$ cat src/rtl/fft_bitrev_loader.sv
// Bit-reversed frame loader feeding the radix-2 DIT input butterfly.
// Define DOUBLE_BUFFER_EN for ping-pong banks (fill overlaps drain).
module fft_bitrev_loader #(
  parameter int N         = 32,
  parameter int word_size = 16
) (
  input  logic                 clk,
  input  logic                 reset,
  input  logic                 in_valid,
  input  logic [word_size-1:0] sample_in,
  output logic                 in_ready,
  output logic                 out_valid,
  input  logic                 out_ready,
  output logic [word_size-1:0] sample1,
  output logic [word_size-1:0] sample2,
  output logic                 frame_done
);

  localparam int AW = $clog2(N);

  typedef enum logic [1:0] {
    FILL,
    LOAD,
    DRAIN
  } state_t;

  state_t state_q, state_d;

  logic [AW-1:0] wr_cnt;
  logic [AW-2:0] rd_cnt;
  logic [AW-2:0] rd_pair;
  logic          accept;
  logic          fire;
  logic          last_wr;
  logic          last_rd;

  function automatic logic [AW-1:0] bitrev(input logic [AW-1:0] a);
    for (int i = 0; i < AW; i++) bitrev[i] = a[AW-1-i];
  endfunction

`ifdef DOUBLE_BUFFER_EN
  localparam int MW = AW + 1;
  logic fill_bank;
  logic fill_full;
  logic fill_go;
  logic swap;
`else
  localparam int MW = AW;
`endif

  logic [word_size-1:0] mem [2**MW];
  logic [MW-1:0]        wr_addr;
  logic [MW-1:0]        rd_addr0;
  logic [MW-1:0]        rd_addr1;

  assign accept  = in_valid & in_ready;
  assign fire    = out_valid & out_ready;
  assign last_wr = accept && (wr_cnt == '1);
  assign last_rd = fire && (rd_cnt == '1);
  assign rd_pair = (state_q == LOAD) ? '0 : rd_cnt + 1'b1;

`ifdef DOUBLE_BUFFER_EN
  // A completed fill bank waits here until the drain side goes idle.
  assign fill_go  = fill_full | last_wr;
  assign swap     = (state_q == FILL) && fill_go;
  assign in_ready = ~fill_full;
  assign wr_addr  = {fill_bank, bitrev(wr_cnt)};
  assign rd_addr0 = {~fill_bank, rd_pair, 1'b0};
  assign rd_addr1 = {~fill_bank, rd_pair, 1'b1};
`else
  assign in_ready = (state_q == FILL);
  assign wr_addr  = bitrev(wr_cnt);
  assign rd_addr0 = {rd_pair, 1'b0};
  assign rd_addr1 = {rd_pair, 1'b1};
`endif

  always_ff @(posedge clk) begin
    if (reset) state_q <= FILL;
    else       state_q <= state_d;
  end

  always_comb begin
    state_d = state_q;
    unique case (state_q)
`ifdef DOUBLE_BUFFER_EN
      FILL:  if (swap) state_d = LOAD;
`else
      FILL:  if (last_wr) state_d = LOAD;
`endif
      LOAD:  state_d = DRAIN;
      DRAIN: if (last_rd) state_d = FILL;
      default: state_d = FILL;
    endcase
  end

  always_ff @(posedge clk) begin
    if (accept) mem[wr_addr] <= sample_in;
  end

  always_ff @(posedge clk) begin
    if (reset) begin
      wr_cnt     <= '0;
      rd_cnt     <= '0;
      out_valid  <= 1'b0;
      sample1    <= '0;
      sample2    <= '0;
      frame_done <= 1'b0;
`ifdef DOUBLE_BUFFER_EN
      fill_bank  <= 1'b0;
      fill_full  <= 1'b0;
`endif
    end else begin
      frame_done <= 1'b0;
      if (accept) wr_cnt <= wr_cnt + 1'b1;
`ifdef DOUBLE_BUFFER_EN
      if (swap) begin
        fill_bank <= ~fill_bank;
        fill_full <= 1'b0;
      end else if (last_wr) begin
        fill_full <= 1'b1;
      end
`endif
      // Next pair is fetched on the handshake edge itself: 1 pair/cycle.
      if (state_q == LOAD) begin
        sample1   <= mem[rd_addr0];
        sample2   <= mem[rd_addr1];
        out_valid <= 1'b1;
        rd_cnt    <= '0;
      end else if (state_q == DRAIN && fire) begin
        if (last_rd) begin
          out_valid  <= 1'b0;
          frame_done <= 1'b1;
          rd_cnt     <= '0;
        end else begin
          rd_cnt  <= rd_cnt + 1'b1;
          sample1 <= mem[rd_addr0];
          sample2 <= mem[rd_addr1];
        end
      end
    end
  end

endmodule

$ cat config.mk
export PLATFORM = sky130hd
export DESIGN_NAME = fft_bitrev_loader
export DESIGN_NICKNAME = d
export VERILOG_FILES = /design/src/rtl/fft_bitrev_loader.sv
export SDC_FILE = /design/constraint.sdc
export NUM_CORES = 1
export LEC_CHECK = 0
export CELL_PAD_IN_SITES_DETAIL_PLACEMENT = 0
export CELL_PAD_IN_SITES_GLOBAL_PLACEMENT = 1
export CORE_UTILIZATION = 30
export DETAILED_ROUTE_END_ITERATION = 8
export PLACE_DENSITY_LB_ADDON = 0.1
export SETUP_SLACK_MARGIN = 0.4
export SYNTH_ARGS = -nofsm -noshare
export SYNTH_HDL_FRONTEND = slang
export SYNTH_SLANG_ARGS = --single-unit
$ cat constraint.sdc
create_clock -name clk -period 3.04 [get_ports clk]
set_input_delay 0.76 -clock clk [delete_from_list [all_inputs] [get_ports clk]]
set_output_delay 0.76 -clock clk [all_outputs]
set_load 0.02 [all_outputs]
# Yosys cells after proc, flatten, opt, wreduce, memory -nomap -nowiden
# Memory sizes are Yosys's and may differ from the RTL's.
# Index checks and enable logic that the tools add are counted.
# W data, S select, Z words.
[classes]
n_addsub = 2
mul = 0
div_mod_pow = 0
n_lt_le_gt_ge = 0
n_eq_ne = 7
n_shift = 0
n_mux = 17
bitwise_logic = 3
n_reduce_logical = 11
[ops]
columns = ["cell", "n"]
rows = [
  ["$mux W16", 6],
  ["$mux W4", 2],
  ["$mux W1", 6],
  ["$pmux W2 S3", 1],
  ["$reduce_and A2 Y1", 3],
  ["$add A5 B1 Y5 const B", 1],
  ["$eq A5 B5 Y1 const B", 1],
  ["$add A4 B1 Y4 const B", 1],
  ["$eq A4 B4 Y1 const B", 1],
  ["$mux W2", 2],
  ["$ne A2 B1 Y1 const B", 2],
  ["$reduce_bool A2 Y1", 2],
  ["$logic_and A1 B1 Y1", 3],
  ["$reduce_or A3 Y1", 1],
  ["$and A1 B1 Y1", 2],
  ["$eq A2 B1 Y1 const B", 1],
  ["$eq A2 B2 Y1 const B", 1],
  ["$logic_not A2 Y1", 1],
  ["$ne A2 B2 Y1 const B", 1],
  ["$reduce_or A2 Y1", 1],
  ["$not A1 Y1", 1],
]
[totals]
reg_bits = 45
latch_bits = 0
ram_bits = 512
romBits = 0
in_bits = 20
wordCells = 48
mem_count = 1
[mem_list]
columns = ["name", "depth", "word_bits", "read_ports", "rd_ports_with_merged_regs", "wr", "line_no", "text"]
rows = [
  ["mem", 32, 16, 2, 0, 1, "51", "logic [word_size-1:0] mem [2**MW];"],
]

# Longest topological paths before layout
# Gate-level depths: netlist of run 1.
# An unclocked memory read counts as a cell.
[depth]
depth_word = 6
mapped_depth = 11
mapped_depth_nobuf = 7

# Worst setup path after synthesis of run 1
# Ideal clock, no wire load.
[synth_timing]
kind = "input to register"
start = "in in_valid"
end = "mem mem[13][0], enable pin"
setup_time_ps = 388
arrival_time_ps = 2099
required_time_ps = 2652
slack_ps = 552
cell_stages = 4
path_buffers = 1
path_cell_list = "and2_1 -> clkbuf_1 -> nand3b_1 -> nor2_1"
[synth_via]
elab_chain_len = 3
[synth_rtl]
columns = ["item", "line_no", "text"]
rows = [
  ["start: declaration", "9", "input logic in_valid,"],
  ["$and A1 B1 Y1", "56", "assign accept = in_valid & in_ready;"],
  ["$mux W1", "97", "if (accept) mem[wr_addr] <= sample_in;"],
  ["$mux W1 (implied by the code)", "97", ""],
  ["end: declaration", "51", ""],
]
# No other way between the ends.

# Final worst setup path of run 1
[layout_timing]
start = "reg sample2[15]"
end = "out sample2[15]"
[layout_rtl]
columns = ["item", "line_no", "text"]
rows = [
  ["start: declaration", "15", "output logic [word_size-1:0] sample2,"],
  ["start signal: assignment", "126", "sample2 <= mem[rd_addr1];"],
  ["start signal: assignment", "137", "sample2 <= mem[rd_addr1];"],
]
# No word-level cell between the ends.

==> results of run 1 <==
==> through the flow <==
step | setup WS, ps | std cells | hold slack (ps)
after floorplan | 552.2 | 1430 | 481.7
final | 500.9 | 2560 | 491.4
after global placement | 127.4 | 2446 | 495.3
after detailed placement | 105.2 | 2446 | 489.8
after global routing | 431.5 | 2560 | 534.0
after CTS | 409.1 | 2556 | 494.0
==> cell usage in the layout (no fill, tap or decap), drive strengths merged, types with 2 or more instances in the layout <==
cell / Yosys / final
a211oi: 91 / 91
nand3b: 3 / 3
nor2b: 62 / 62
nand2b: 2 / 2
bufinv: 0 / 2
o22ai: 65 / 65
buf: 58 / 109
xor2: 3 / 3
nor2: 72 / 72
nand2: 87 / 87
mux2i: 3 / 3
a21oi: 7 / 7
ha: 8 / 8
a221oi: 61 / 61
mux4: 32 / 32
clkinv: 0 / 18
nor3: 6 / 6
and3: 3 / 3
dfxtp: 45 / 45
a31oi: 32 / 32
edfxtp: 512 / 512
o21ai: 37 / 37
clkbuf: 53 / 88
nand3: 6 / 6
inv: 40 / 42
xnor2: 2 / 2
mux2: 31 / 31
and2: 34 / 34
a22oi: 66 / 66
clkdlybuf4s50: 0 / 52
==> worst paths after layout <==
check	depth (start not counted)	slack [ps]	to
worst max-delay path	1	500	sample2[15]
worst min-delay path	2	490	sample2[10]
worst max register to register	6	520	sample1[8]
worst min register to register	2	490	sample2[10]
==> metal layers <==
layer	wire length, microns	vias to the layer above	GRT usage, %	share of wire (%)
met2	27920	227	24.58	43
li1	-	5878	-	-
met3	2283	70	2.166	3.6
met1	32870	6607	25.89	51
met4	1126	0	3.788	1.8
met5	0	-	0	0
==> power breakdown <==
part / switching (mW) / leakage, nW / internal, mW
Clock: 3.03 / 0.884 / 3.88
Combinational: 0.240 / 2.52 / 0.0774
Sequential: 0.0152 / 4.98 / 8.41
==> state kept, by name, summed over array words and instances, names as in the netlist <==
name        flops
mem           512
wr_cnt          5
state_q         2
out_valid       1
sample2        16
sample1        16
rd_cnt          4
frame_done      1
==> kinds of logic (layout without fill, tap and decap cells) <==
logic type,after synthesis,after routing,synth area share (%)
muxes,66,66,4.889
AOI/OAI and AO/OA,364,364,12.80
and+or+nand+nor,279,279,6.029
buffers and inverters,151,312,3.215
DFF,557,557,72.35
xor gates and xnor gates,5,5,0.2781
adders and majority gates,8,8,0.4450
==> layout make-up <==
class	instances	area, sq um
Fill cell	7056	47370
Sequential cell	557	16280
Multi-Input combinational cell	722	5573
Timing Repair Buffer	163	1927
Clock buffer	87	1633
Tap cell	969	1212
Clock inverter	22	178.9
Inverter	40	150.1
==> timing repair <==
action                                 CTS  global route
gates cloned                             0             1
endpoints found under the hold margin    0             0
buffers inserted                         1             3
gates resized for setup                  1             2
pin swaps                                1             0
setup endpoints to repair                4            26
==> results_tabular.tex, run 1 <==
\begin{tabular}{lr}
\hline
Metric & Value \\
\hline
\multicolumn{2}{l}{\textbf{Status}} \\
Run status & completed \\
\multicolumn{2}{l}{\textbf{STA}} \\
Setup Total Neg Slack & 0 ps \\
Unrepaired setup endpoints after global routing & false \\
Least-Margin Pin Slew & 856.6 ps \\
Post-Route Skew & 25.80 ps \\
Setup-failing EPs final & 0 \\
Max-slew headroom at the worst pin & 42.55\% \\
Slew Viols, Final & 0 \\
Post-layout min period & 2539 ps \\
Highest attainable clock frequency & 393.8 MHz \\
Final critical-path share of the clock period & 83.52\% \\
Final hold violation count & 0 \\
\multicolumn{2}{l}{\textbf{Routing}} \\
Drt pass-1 iters & 5 \\
Count of antenna-violating nets left after detailed routing & 0 \\
Routed wirelength normalized by instance count & 25.08 microns \\
Overall routed net length & 64200 microns \\
Drt via density & 4.993 \\
Number of violations reported at the end of detailed-routing iteration 0 & 1025 \\
Total vias in the final route & 12782 \\
DRC & 0 \\
\multicolumn{2}{l}{\textbf{Synthesis}} \\
Number of instances in the synthesized netlist & 1430 \\
Mean post-synth cell area & 15.73 sq um \\
Number of synthesized flops with an enable pin & 512 \\
Post-synthesis sequential area ratio & 72.35\% \\
Syn Nets & 1458 \\
Async SR Flop Fraction & 0\% \\
Number of synthesis warnings & 0 \\
Synth cell count leaders & edfxtp\_1 (512), nand2\_1 (86), nor2\_1 (71) \\
Main area contributors after synthesis & edfxtp\_1 (68\%), dfxtp\_1 (4.0\%), mux4\_2 (3.2\%), a22oi\_1 (2.2\%), a211oi\_1 (2.2\%) \\
Synth top area share & 68.34\% \\
Most instantiated flip-flop cell in the synthesis netlist & edfxtp\_1 \\
Mapped Area & 0.02250 sq mm \\
Cell taking the most area after synthesis & edfxtp\_1 \\
Count of unique library cells instantiated by Yosys & 49 \\
Count of state elements after synthesis & 557 \\
Most repeated cell in the gate-level netlist after synthesis & edfxtp\_1 \\
\multicolumn{2}{l}{\textbf{Flow run}} \\
Number of max-capacitance violations reported & 0 \\
\multicolumn{2}{l}{\textbf{Critical path}} \\
Maximum cell stage delay along the critical path & 660 ps \\
Category of the critical setup timing path & flip-flop to output pin \\
Number of buffers and inverters on the critical path & 1 \\
Worst path slowest cell & clkdlybuf4s50\_1 \\
Critical path startpoint & sample2[15] \\
Nature of the critical path startpoint & flip-flop \\
Worst R2R Start & rd\_cnt[0] \\
Crit path max-delay family & buffers and inverters \\
Top fanout value on the critical path & 2 \\
Data required time at the worst endpoint & 2280 ps \\
Data arrival time of the critical path & 1780 ps \\
Crit end category & output pin \\
Cell breakdown of the critical path & clkdlybuf4s50\_1 \\
\multicolumn{2}{l}{\textbf{Power}} \\
Power density normalized to cell area & 580.6 mW/mm\^{}2 \\
Static Leakage & 8.378 nW \\
Worst-case vdd ir drop & 0.3958 mV \\
PnR Total Power & 15.65 mW \\
\multicolumn{2}{l}{\textbf{Floorplan}} \\
I/O pin cnt & 55 \\
Chip Width & 275.8 microns \\
Area enclosed by the die boundary & 0.07609 sq mm \\
Vert. Die Dim & 275.8 microns \\
Standard-cell row count & 100 \\
Core box area & 0.07432 sq mm \\
Effective utilization at floorplan & 30.27\% \\
\multicolumn{2}{l}{\textbf{Clock tree}} \\
Clock latency of the later-clocked register in the worst-skew pair & 640 ps \\
Clock Sinks & 557 \\
CTS clk-pin slew, worst paths & 60 ps \\
Number of buffers created by CTS & 60 \\
Cts hold-fix bufs & 0 \\
CTS tree & done \\
Buffers from clock root to sink, at most & 3 \\
H-tree level count & 2 \\
Clock root buffer & clkbuf\_16 \\
\multicolumn{2}{l}{\textbf{Global routing}} \\
Number of global-route vias before repair & 12448 \\
Overall routing resource usage & 16.70\% \\
Overflow after GRT & 0 \\
Number of antenna violations at the first check in global routing & 0 \\
Maximum number of pins on one net before global-route repair & 103 \\
Wire length of the first global-routing pass & 91160 microns \\
\multicolumn{2}{l}{\textbf{Placed design}} \\
Number of port buffers & 54 \\
Placed Instance Area & 0.02506 sq mm \\
Placed wire-length estimate after detailed placement & 36810 microns \\
Weighted congestion reported at the end of routability-driven placement & 0.7576 \\
\multicolumn{2}{l}{\textbf{Finish}} \\
Count of antenna diodes in the layout & 0 \\
Fraction of final layout cells with drive strength greater than 1 & 20.55\% \\
Area growth, synth to finish & 19.81\% \\
Final non-filler cell area & 0.02695 sq mm \\
Final cell utilization of the core & 36.27\% \\
Total Nets Final & 1572 \\
\multicolumn{2}{l}{\textbf{Worst hold path}} \\
Hold\_sp & sample2[10] \\
Worst Hold Class & flip-flop to flip-flop \\
\hline
\end{tabular}
No activity file was read; power rests on OpenSTA's default activity.
==> inputs of run 2 (changes only) <==
clock period = 2.1 ns   (was 3.04 ns; I/O delays follow)
==> results_tabular.tex, run 2 (same netlist as run 1, synthesis figures left out) <==
\begin{tabular}{lr}
\hline
Metric & Value \\
\hline
\multicolumn{2}{l}{\textbf{Critical path}} \\
Crit path max-delay family & compound AO/OA/AOI/OAI gates \\
Category of the critical setup timing path & flip-flop to flip-flop \\
Crit end category & flip-flop \\
Worst path slowest cell & dfxtp\_4 \\
Worst path most repeated cell & buf\_12 \\
Top fanout value on the critical path & 8 \\
Data required time at the worst endpoint & 2600 ps \\
Data arrival time of the critical path & 2660 ps \\
Maximum cell stage delay along the critical path & 370 ps \\
Cell breakdown of the critical path & ha\_4, buf\_12, buf\_12, nor2\_4, buf\_12, buf\_6, a221oi\_2, o21ai\_2, a221oi\_4, a211oi\_2 \\
Number of buffers and inverters on the critical path & 4 \\
Nature of the critical path startpoint & flip-flop \\
\multicolumn{2}{l}{\textbf{STA}} \\
Slew Viols, Final & 0 \\
Setup-failing EPs final & 18 \\
Final critical-path share of the clock period & 102.7\% \\
Unrepaired setup endpoints after global routing & true \\
Hold Slack & 402.9 ps \\
Highest attainable clock frequency & 463.7 MHz \\
Max-slew headroom at the worst pin & 65.54\% \\
Final hold violation count & 0 \\
Post-layout min period & 2157 ps \\
Post-Route Skew & 10.81 ps \\
Setup slack of the critical path after layout & -56.50 ps \\
Setup Total Neg Slack & -429.6 ps \\
Least-Margin Pin Slew & 516.9 ps \\
\multicolumn{2}{l}{\textbf{Routing}} \\
Number of violations reported at the end of detailed-routing iteration 0 & 902 \\
Count of antenna-violating nets left after detailed routing & 0 \\
Total vias in the final route & 13338 \\
DRC & 0 \\
Drt pass-1 iters & 6 \\
Routed wirelength normalized by instance count & 25.03 microns \\
Drt via density & 4.997 \\
Overall routed net length & 66810 microns \\
\multicolumn{2}{l}{\textbf{Finish}} \\
Flip-flop count of the largest register after layout & 512 \\
Total Nets Final & 1673 \\
Most frequent standard cell in the layout excluding fill and tap cells & edfxtp\_1 \\
Register ranked first by flip-flop count & mem \\
Biggest registers after layout & mem x512, sample1 x16, sample2 x16 \\
Number of standard cells in the final layout excluding fillers & 2669 \\
Final non-filler cell area & 0.02930 sq mm \\
Most frequent cells in the layout & edfxtp\_1 (512), buf\_4 (127), nand2\_1 (83) \\
Fraction of final layout cells with drive strength greater than 1 & 37.12\% \\
Final cell utilization of the core & 39.42\% \\
Area growth, synth to finish & 30.24\% \\
\multicolumn{2}{l}{\textbf{Floorplan}} \\
I/O pin cnt & 55 \\
Chip Width & 275.8 microns \\
Standard-cell row count & 100 \\
Effective utilization at floorplan & 30.27\% \\
Core box area & 0.07432 sq mm \\
Vert. Die Dim & 275.8 microns \\
Area enclosed by the die boundary & 0.07609 sq mm \\
\multicolumn{2}{l}{\textbf{Placed design}} \\
Placed Instance Area & 0.02625 sq mm \\
Placed Cells & 2522 \\
Number of port buffers & 54 \\
Weighted congestion reported at the end of routability-driven placement & 0.7598 \\
Placed wire-length estimate after detailed placement & 40080 microns \\
\multicolumn{2}{l}{\textbf{Clock tree}} \\
CTS tree & done \\
Cts hold-fix bufs & 0 \\
Clock Sinks & 557 \\
Number of buffers created by CTS & 61 \\
Clock latency of the later-clocked register in the worst-skew pair & 630 ps \\
CTS clk-pin slew, worst paths & 60 ps \\
Buffers from clock root to sink, at most & 3 \\
Clock root buffer & clkbuf\_16 \\
H-tree level count & 2 \\
\multicolumn{2}{l}{\textbf{Flow run}} \\
Number of max-capacitance violations reported & 0 \\
\multicolumn{2}{l}{\textbf{Global routing}} \\
Maximum number of pins on one net before global-route repair & 49 \\
Overall routing resource usage & 17.24\% \\
Overflow after GRT & 0 \\
Wire length of the first global-routing pass & 94210 microns \\
Number of antenna violations at the first check in global routing & 1 \\
Number of global-route vias before repair & 13233 \\
\multicolumn{2}{l}{\textbf{Power}} \\
Worst-case vdd ir drop & 0.6034 mV \\
Power density normalized to cell area & 781.4 mW/mm\^{}2 \\
Static Leakage & 9.373 nW \\
\multicolumn{2}{l}{\textbf{Status}} \\
Run status & finished, violations left \\
Failing checks & setup timing \\
\multicolumn{2}{l}{\textbf{Worst hold path}} \\
Worst Hold Class & primary input to flip-flop \\
\hline
\end{tabular}
[run 2: worst register-to-register path, cell delays in order (launching register included)]
cell and delay (ps):
dfxtp_4 370, ha_4 300, buf_12 130, buf_12 160, nor2_4 50, buf_12 130, buf_6 120, a221oi_2 250
o21ai_2 120, a221oi_4 310, a211oi_2 100
[run 2: per-layer routing]
metal / global-route usage, % / part of all wire, % / vias up / wire length, microns
met4: 3.543 / 1.6 / 0 / 1041
met3: 2.445 / 3.8 / 69 / 2521
met2: 25.57 / 44 / 268 / 29490
met5: 0 / 0 / - / 0
li1: - / - / 6103 / -
met1: 26.57 / 51 / 6898 / 33760
[run 2: final cells by class]
type | count | area [sq um]
fillers | 6842 | 45020
multi-input cells | 722 | 6485
repair buffers | 263 | 3193
clock buffers | 89 | 1754
diodes | 3 | 7.507
flip-flops and latches | 557 | 16340
inverters | 40 | 157.7
well taps | 969 | 1212
clock inverters | 26 | 147.6
[run 2: path summary, 6_finish.rpt]
kind,cells after the start,slack (ps),to,start
setup / recovery,10,-60,sample1[2],rd_cnt[0]
hold / removal,2,400,out_valid,reset
setup reg to reg,10,-60,sample1[2],rd_cnt[0]
hold reg to reg,2,500,wr_cnt[1],wr_cnt[1]
[run 2: where the power goes]
| group | switching, mW | internal (mW) |
|---|---|---|
| sequential | 0.0229 | 12.2 |
| combinational | 0.378 | 0.129 |
| clock | 4.33 | 5.87 |
[run 2: stage by stage]
step,power (mW),setup slack [ps]
floorplan,12.57,-77.18
global placement,12.93,-430.4
detailed placement,12.94,-466.0
CTS,23.23,-59.20
global route,23.66,-110.6
finish,22.90,-56.50
[run 2: what timing repair did]
item / in CTS / in global routing
gates resized for setup: 269 / 86
endpoints found under the setup margin: 571 / 551
cloned: 4 / 6
pin swaps: 37 / 49
setup buffers: 10 / 9
==> inputs of run 3 (changes only) <==
PLACE_DENSITY = 0.53   (was not set)
PLACE_DENSITY_LB_ADDON = not set   (was 0.1)
==> results_tabular.tex, run 3 (same netlist as run 1, synthesis figures left out) <==
\begin{tabular}{lr}
\hline
Metric & Value \\
\hline
\multicolumn{2}{l}{\textbf{Status}} \\
Run status & finished, violations left \\
Failing checks & setup timing \\
\multicolumn{2}{l}{\textbf{Critical path}} \\
Data required time at the worst endpoint & 2570 ps \\
Category of the critical setup timing path & flip-flop to flip-flop \\
Data arrival time of the critical path & 2580 ps \\
Top fanout value on the critical path & 8 \\
Nature of the critical path startpoint & flip-flop \\
Crit end category & flip-flop \\
\multicolumn{2}{l}{\textbf{Power}} \\
Power density normalized to cell area & 778.9 mW/mm\^{}2 \\
Static Leakage & 9.183 nW \\
PnR Total Power & 22.50 mW \\
Worst-case vdd ir drop & 0.5670 mV \\
\multicolumn{2}{l}{\textbf{Placed design}} \\
Placed Cells & 2492 \\
Weighted congestion reported at the end of routability-driven placement & 0.7670 \\
Number of port buffers & 54 \\
Placed Instance Area & 0.02598 sq mm \\
Placed wire-length estimate after detailed placement & 36170 microns \\
\multicolumn{2}{l}{\textbf{Finish}} \\
Total Nets Final & 1642 \\
Most frequent cells in the layout & edfxtp\_1 (512), buf\_4 (105), nand2\_1 (79) \\
Final non-filler cell area & 0.02889 sq mm \\
Filler cells & 6870 \\
Area growth, synth to finish & 28.40\% \\
Biggest registers after layout & mem x512, sample1 x16, sample2 x16 \\
Number of standard cells in the final layout excluding fillers & 2624 \\
Combined area of the multi-input logic cells & 0.006456 sq mm \\
Register ranked first by flip-flop count & mem \\
Most frequent standard cell in the layout excluding fill and tap cells & edfxtp\_1 \\
Flip-flop count of the largest register after layout & 512 \\
Sequential cell area & 0.01631 sq mm \\
Fraction of final layout cells with drive strength greater than 1 & 34.92\% \\
Final cell utilization of the core & 38.87\% \\
Count of antenna diodes in the layout & 0 \\
\multicolumn{2}{l}{\textbf{Floorplan}} \\
Effective utilization at floorplan & 30.27\% \\
I/O pin cnt & 55 \\
Core box area & 0.07432 sq mm \\
Chip Width & 275.8 microns \\
Vert. Die Dim & 275.8 microns \\
Standard-cell row count & 100 \\
Area enclosed by the die boundary & 0.07609 sq mm \\
\multicolumn{2}{l}{\textbf{STA}} \\
Post-layout min period & 2113 ps \\
Slew Viols, Final & 0 \\
Final hold violation count & 0 \\
Unrepaired setup endpoints after global routing & true \\
Setup-failing EPs final & 2 \\
Least-Margin Pin Slew & 525.9 ps \\
Highest attainable clock frequency & 473.3 MHz \\
Max-slew headroom at the worst pin & 64.86\% \\
Final critical-path share of the clock period & 100.6\% \\
Post-Route Skew & 14.31 ps \\
Setup Total Neg Slack & -13.56 ps \\
Setup slack of the critical path after layout & -12.87 ps \\
\multicolumn{2}{l}{\textbf{Routing}} \\
Drt pass-1 iters & 7 \\
Number of violations reported at the end of detailed-routing iteration 0 & 957 \\
Count of antenna-violating nets left after detailed routing & 0 \\
Overall routed net length & 62860 microns \\
Routed wirelength normalized by instance count & 23.96 microns \\
DRC & 0 \\
Total vias in the final route & 13173 \\
Drt via density & 5.020 \\
\multicolumn{2}{l}{\textbf{Clock tree}} \\
Clock latency of the later-clocked register in the worst-skew pair & 600 ps \\
Clock root buffer & clkbuf\_16 \\
Number of buffers created by CTS & 56 \\
H-tree level count & 2 \\
Clock Sinks & 557 \\
Buffers from clock root to sink, at most & 3 \\
CTS tree & done \\
CTS clk-pin slew, worst paths & 60 ps \\
\multicolumn{2}{l}{\textbf{Global routing}} \\
Number of antenna violations at the first check in global routing & 0 \\
Maximum number of pins on one net before global-route repair & 46 \\
Overflow after GRT & 0 \\
Number of global-route vias before repair & 13114 \\
Overall routing resource usage & 16.22\% \\
Wire length of the first global-routing pass & 89900 microns \\
\multicolumn{2}{l}{\textbf{Worst hold path}} \\
Worst Hold Class & primary input to flip-flop \\
\multicolumn{2}{l}{\textbf{Flow run}} \\
Number of max-capacitance violations reported & 0 \\
\hline
\end{tabular}
[run 3: area by class of cell]
cell class              count  area share [%]
inverters                  40          0.5328
multi-input cells         722           22.35
clock buffers              72           5.133
flip-flops and latches    557           56.45
clock inverters            27          0.9529
well taps                 969           4.197
repair buffers            237           10.38
[run 3: stage by stage]
step / worst slack [ps] / hold WS, ps
after floorplan: -77.18 / 481.7
after global placement: -384.7 / 498.1
after detailed placement: -410.4 / 487.8
after CTS: 7.317 / 363.2
after global routing: -106.7 / 383.3
final: -12.87 / 399.7
[run 3: timing repair]
action | in CTS | in global routing
gates resized for setup | 225 | 88
hold buffers | 0 | 0
pin swaps | 30 | 43
endpoints found under the setup margin | 563 | 550
cloned | 8 | 10
setup buffers | 10 | 5
[run 3: report_power, final]
| part | switching (mW) | internal (mW) |
|---|---|---|
| logic | 0.370 | 0.141 |
| clock network | 4.12 | 5.67 |
| registers | 0.0223 | 12.2 |
| total | 4.51 | 18.0 |
[run 3: critical path: stages (launching register included)]
cell	delay, ps
dfxtp_2	330
ha_4	290
buf_4	170
and2_4	210
buf_12	170
a221oi_2	270
o21ai_1	110
a221oi_2	320
a211oi_2	110
[run 3: path summary, 6_finish.rpt]
path                       to         from  cells after the start  slack [ps]
setup reg to reg  sample1[13]    rd_cnt[1]                      8         -10
setup / recovery  sample1[13]    rd_cnt[1]                      8         -10
hold reg to reg   sample2[12]  sample2[12]                      2         490
hold / removal     sample1[3]        reset                      2         400
[run 3: layer usage]
layer	part of all wire, %	wire length [microns]	vias up	GRT usage [%]
li1	-	-	6031	-
met1	47	29380	6773	23.43
met2	47	29430	295	25.78
met3	4.5	2838	74	2.114
met4	1.9	1221	0	3.875
met5	0	0	-	0
